[config.mk]
export PLATFORM = sky130hd
export DESIGN_NAME = bus_interconnect
export DESIGN_NICKNAME = d
export VERILOG_FILES = /design/src/rtl/bus_interconnect.sv
export SDC_FILE = /design/constraint.sdc
export NUM_CORES = 1
export LEC_CHECK = 0
export ABC_AREA = 1
export ABC_CLOCK_PERIOD_IN_PS = 2800
export CORE_AREA = 2 2 114 116
export DETAILED_ROUTE_END_ITERATION = 10
export DIE_AREA = 0 0 116 118
export PLACE_DENSITY = 0.84
export SLEW_MARGIN = 5
export SYNTH_ARGS = -nofsm -noshare
export SYNTH_HDL_FRONTEND = slang
export SYNTH_SLANG_ARGS = --single-unit
[constraint.sdc]
create_clock -name clk -period 2.8 [get_ports clk]
set_clock_uncertainty 0.05 [all_clocks]
set_input_delay 0.84 -clock clk [delete_from_list [all_inputs] [get_ports clk]]
set_output_delay 0.84 -clock clk [all_outputs]
set_load 0.02 [all_outputs]
[src/rtl/bus_interconnect.sv]
// Single-master, NumSlaves-way memory-mapped interconnect with per-slave req/ack handshake and bus-error responses.
// Latency: mapped access ready 2+n cycles after request (n = slave wait-states), unmapped ready after 1 cycle.
// Backpressure: one transaction at a time; master strobes are ignored while busy_o=1. Timeout path only when BUS_TIMEOUT_EN is defined.
module bus_interconnect #(
    parameter int unsigned NumSlaves     = 2,
    parameter int unsigned AddrWidth     = 30,
    parameter int unsigned DataWidth     = 32,
    parameter logic [NumSlaves*AddrWidth-1:0] SlaveBase = {30'h3C00_0000, 30'h0},
    parameter logic [NumSlaves*AddrWidth-1:0] SlaveMask = {30'h3C00_0000, 30'h3C00_0000},
    parameter int unsigned TimeoutCycles = 255
) (
    input  logic                           clk,
    input  logic                           rst,
    input  logic [AddrWidth-1:0]           addr_i,
    input  logic [DataWidth-1:0]           wdata_i,
    input  logic [DataWidth/8-1:0]         byte_en_i,
    input  logic                           wr_i,
    input  logic                           addr_strobe_i,
    output logic [DataWidth-1:0]           rdata_o,
    output logic                           ready_o,
    output logic                           err_o,
    output logic                           busy_o,
    output logic [AddrWidth-1:0]           err_addr_o,
    output logic [AddrWidth-1:0]           s_addr_o,
    output logic [DataWidth-1:0]           s_wdata_o,
    output logic [DataWidth/8-1:0]         s_byte_en_o,
    output logic [NumSlaves-1:0]           s_strobe_o,
    output logic [NumSlaves-1:0]           s_wr_o,
    input  logic [NumSlaves*DataWidth-1:0] s_rdata_i,
    input  logic [NumSlaves-1:0]           s_ack_i
);

    localparam int unsigned BeWidth = DataWidth / 8;

    typedef enum logic [1:0] {
        IDLE,
        ISSUE,
        WAIT,
        RESP
    } state_t;

    state_t                 state;
    logic [NumSlaves-1:0]   sel_q;
    logic                   wr_q;
    logic [AddrWidth-1:0]   addr_q;
    logic [DataWidth-1:0]   wdata_q;
    logic [BeWidth-1:0]     byte_en_q;
    logic [NumSlaves-1:0]   strobe_q;
    logic [NumSlaves-1:0]   s_wr_q;
    logic [DataWidth-1:0]   rdata_q;
    logic                   ready_q;
    logic                   err_q;
    logic [AddrWidth-1:0]   err_addr_q;

    logic [NumSlaves-1:0]   hit_sel;
    logic [DataWidth-1:0]   sel_rdata;
    logic                   ack_hit;

`ifdef BUS_TIMEOUT_EN
    localparam int unsigned CntWidth = $clog2(TimeoutCycles + 1);
    logic [CntWidth-1:0]    wait_cnt;
`else
    logic [15:0] unused_timeout_cfg;
    assign unused_timeout_cfg = 16'(TimeoutCycles);
`endif

    // Walk from the top index down so the lowest matching window wins.
    always_comb begin
        hit_sel = '0;
        for (int k = NumSlaves - 1; k >= 0; k--) begin
            if ((addr_i & SlaveMask[k*AddrWidth +: AddrWidth]) ==
                (SlaveBase[k*AddrWidth +: AddrWidth] & SlaveMask[k*AddrWidth +: AddrWidth])) begin
                hit_sel    = '0;
                hit_sel[k] = 1'b1;
            end
        end
    end

    always_comb begin
        sel_rdata = '0;
        for (int k = 0; k < NumSlaves; k++) begin
            if (sel_q[k]) begin
                sel_rdata = sel_rdata | s_rdata_i[k*DataWidth +: DataWidth];
            end
        end
    end

    assign ack_hit = |(s_ack_i & sel_q);

    always_ff @(posedge clk) begin
        if (rst) begin
            state      <= IDLE;
            sel_q      <= '0;
            wr_q       <= 1'b0;
            addr_q     <= '0;
            wdata_q    <= '0;
            byte_en_q  <= '0;
            strobe_q   <= '0;
            s_wr_q     <= '0;
            rdata_q    <= '0;
            ready_q    <= 1'b0;
            err_q      <= 1'b0;
            err_addr_q <= '0;
`ifdef BUS_TIMEOUT_EN
            wait_cnt   <= '0;
`endif
        end else begin
            // Response and strobe outputs are single-cycle pulses by default.
            strobe_q <= '0;
            s_wr_q   <= '0;
            rdata_q  <= '0;
            ready_q  <= 1'b0;
            err_q    <= 1'b0;
            case (state)
                IDLE: begin
                    if (addr_strobe_i) begin
                        addr_q    <= addr_i;
                        wdata_q   <= wdata_i;
                        byte_en_q <= byte_en_i;
                        wr_q      <= wr_i;
                        sel_q     <= hit_sel;
                        if (|hit_sel) begin
                            state    <= ISSUE;
                            strobe_q <= hit_sel;
                            s_wr_q   <= wr_i ? hit_sel : '0;
                        end else begin
                            state      <= RESP;
                            ready_q    <= 1'b1;
                            err_q      <= 1'b1;
                            err_addr_q <= addr_i;
                        end
                    end
                end
                ISSUE: begin
                    if (ack_hit) begin
                        state   <= RESP;
                        ready_q <= 1'b1;
                        rdata_q <= wr_q ? '0 : sel_rdata;
                    end else begin
                        state <= WAIT;
`ifdef BUS_TIMEOUT_EN
                        wait_cnt <= '0;
`endif
                    end
                end
                WAIT: begin
                    if (ack_hit) begin
                        state   <= RESP;
                        ready_q <= 1'b1;
                        rdata_q <= wr_q ? '0 : sel_rdata;
                    end
`ifdef BUS_TIMEOUT_EN
                    else if (wait_cnt == CntWidth'(TimeoutCycles - 1)) begin
                        state      <= RESP;
                        ready_q    <= 1'b1;
                        err_q      <= 1'b1;
                        err_addr_q <= addr_q;
                    end else begin
                        wait_cnt <= wait_cnt + 1'b1;
                    end
`endif
                end
                RESP: begin
                    state <= IDLE;
                end
                default: begin
                    state <= IDLE;
                end
            endcase
        end
    end

    assign rdata_o     = rdata_q;
    assign ready_o     = ready_q;
    assign err_o       = err_q;
    assign busy_o      = (state != IDLE);
    assign err_addr_o  = err_addr_q;
    assign s_addr_o    = addr_q;
    assign s_wdata_o   = wdata_q;
    assign s_byte_en_o = byte_en_q;
    assign s_strobe_o  = strobe_q;
    assign s_wr_o      = s_wr_q;

endmodule

==> flow_metrics.tcl <==
set metrics [dict create \
    hpwl_mm 10.94 \
    layout_common_cells "clkdlybuf4s50_1 (269), nor2_1 (195), dfxtp_1 (139)" \
    ir_drop_mv 0.7562 \
    fin_nets 1075 \
    cts_sinks 139 \
    netlist_area_um2 5157 \
    r2r_cells 4 \
    die_area_um2 13690 \
    fp.dieH_um 118 \
    status "completed" \
    die_w_um 116 \
    drt_iter0_drc 298 \
    hold_viol_final 0 \
    period_needed_ns 2.347 \
    synth_top_family_by_area "simple AND/OR/NAND/NOR gates" \
    coreArea_um2 12410 \
    crit_fanout 5 \
    synthXorXnorAreaFrac_pct 0 \
    gp_congestion 0.8895 \
    ctsHtreeMaxLevel 4 \
    totalWireLength_mm 15.47 \
    drt_pre_antenna_iters 4 \
    postCtsSetupBuffers 0 \
    antenna_found_initial 0 \
    cp_common_cell "inv_1" \
    synth_top_area_share_pct 53.95 \
    relSlewSlack_pct 68.10 \
    cp_cell_sequence "inv_1 -> ha_1 -> inv_1 -> dlymetal6s2s_1" \
    cts_buffer_depth 2 \
    yosys.area_share.simple_pct 26.95 \
    grt_max_degree 70 \
    setup_viol 0 \
    critPathSlowestCell "dfxtp_1" \
    synth_mux_area_share_pct 0 \
    rsz0062_at_grt "no" \
    holdPathEnd "s_addr_o[1]" \
    via_count 5114 \
    slowest_delay_ns 0.40 \
    wl_per_cell_um 13.83 \
    hp-start "s_addr_o[1]" \
    ys_seq_elements 139 \
    synth-compound-area-share_pct 10.24 \
    fin_crit_sh_pct 83.83 \
    cts_root_buf "clkbuf_16" \
    fin_ws_ns 0.4528 \
    fmax_ghz 0.4260 \
    cp-end-kind "output port" \
    drcViolationCount 0 \
    syn-num-nets 818 \
    finalSetupTns_ns 0 \
    maxCapViolCount 0 \
    leakage_nw 3.419 \
    yosysTopAreaCell "dfxtp_1" \
    yosys_warnings 0 \
    grt_pass1_vias 4641 \
    cts_tree "yes" \
    slew_violations 0 \
    insertion_delay_ns 0.41 \
    start_util_pct 41.54 \
    synth_area_leaders "dfxtp_1 (54%), nor2_1 (14%), nand2_1 (9.2%), o21ai_0 (6.6%), a21oi_1 (3.3%)" \
    numCtsBuffers 17 \
    layout_commonest_cell "clkdlybuf4s50_1" \
    port_buffers 270 \
    synthAdderAreaFrac_pct 1.213 \
    dpl_worst_slack_ns 0.3801 \
    clk_pin_slew_ns 0.06 \
    rows 41 \
    synth_seq_area_share_pct 53.95 \
    diodes 0 \
    cp_data_required_time_ns 1.91 \
    r2r-start "state[0]" \
    final_antenna_net_count 0 \
    hold_path_depth 2 \
    track_usage_pct 22.07 \
    hp-class "flop to flop" \
    critPathLaunchType "flop" \
    rr_endpoint "rdata_o[10]" \
    syn-mean-instance-area_um2 7.618 \
    power_mw 7.440 \
    worst_pin_slew_ns 0.4784 \
    routed_via_density 4.574 \
    areaGrowthSynthToFinish_pct 65.14 \
    utilization_pct 68.61 \
    crit_type "flop to output port" \
    p_per_area_nw_per_um2 873.6 \
    drive_gt1_share_pct 6.131 \
    arrival_ns 1.46 \
    ys_types 22 \
    grt_pass1_wl_mm 23.51 \
    grt.overflow.total 0 \
    ios 271 \
    rrSetupSlack_ns 1.05 \
    netlist_instances 677 \
]
-- cells in the mapped netlist --
master    instances
or2_2             2
buf_1             2
inv_1            38
inv_2             2
buf_6             5
nand3_2           1
nand3_1           7
nand2_1         127
nand4_2           1
buf_2             6
a21oi_1          34
ha_1              5
o21ai_0          68
clkbuf_1         18
nor3_1            2
buf_4            11
a31o_2            2
nand4_4           1
nand2_2          10
nand3_4           1
nor2_1          195
dfxtp_1         139
-- metal layers --
metal / GRT usage [%] / part of all wire, %
met1: 24.59 / 40
met3: 8.908 / 8.8
met5: 0 / 0
met2: 37.02 / 48
met4: 9.003 / 2.6
-- report_power, final --
part / leakage (nW) / internal (mW) / switching, mW / total (mW)
Combinational: 2.00 / 1.21 / 1.49 / 2.70
Sequential: 1.14 / 2.38 / 0.196 / 2.58
Clock: 0.283 / 1.37 / 0.796 / 2.16
Total: 3.42 / 4.96 / 2.48 / 7.44
-- cells by family after synthesis --
kind of cell / after synthesis
adders and majority gates: 5
buffers and inverters: 82
AOI/OAI and AO/OA: 104
DFF: 139
and+or+nand+nor: 347
-- metrics by stage --
step           cells  cell area, µm²  hold WS (ns)
2_1_floorplan    677            5157        0.4031
3_3_place_gp    1087            7944        0.4110
3_5_place_dp    1087            7944        0.4205
4_1_cts         1118            8514        0.4328
5_1_grt         1118            8517        0.4531
6_report        1118            8517        0.4280
-- cell type report --
class                   instances  area (µm²)
fillers                      1015        3897
repair buffers                280        2818
flip-flops and latches        139        2783
multi-input cells             456        1981
clock buffers                  23       478.0
well taps                     172       215.2
inverters                      40       150.1
clock inverters                 8       92.59
-- repair_timing --
item	in CTS	in global routing
hold buffers	0	0
resized for setup	0	1
endpoints found under the setup margin	0	1
-- flip-flops by register name, indices dropped and copies added, names as in the netlist --
register / cells
err_addr_o: 30
err_o: 1
rdata_o: 32
ready_o: 1
s_addr_o: 30
s_byte_en_o: 4
s_strobe_o: 2
s_wdata_o: 32
s_wr_o: 2
sel_q: 2
state: 2
wr_q: 1
-- worst max-delay path by stage --
stage,startpoint,depth (start not counted),end,slack [ns]
final,state[0],4,busy_o,0.45
after global routing,state[0],4,busy_o,0.35
after CTS,state[0],4,busy_o,0.05
after detailed placement,addr_i[26],7,err_addr_o[15],0.38
after global placement,addr_i[26],7,err_addr_o[1],0.41
after floorplan,state[0],3,busy_o,1.10
-- critical path: cells and delay by family (launching register included) --
family	cells	cell delay, ns
adders and majority gates	1	0.23
DFF	1	0.40
buffers and inverters	3	0.42
Note: power is estimated with default switching activity, not from simulation.
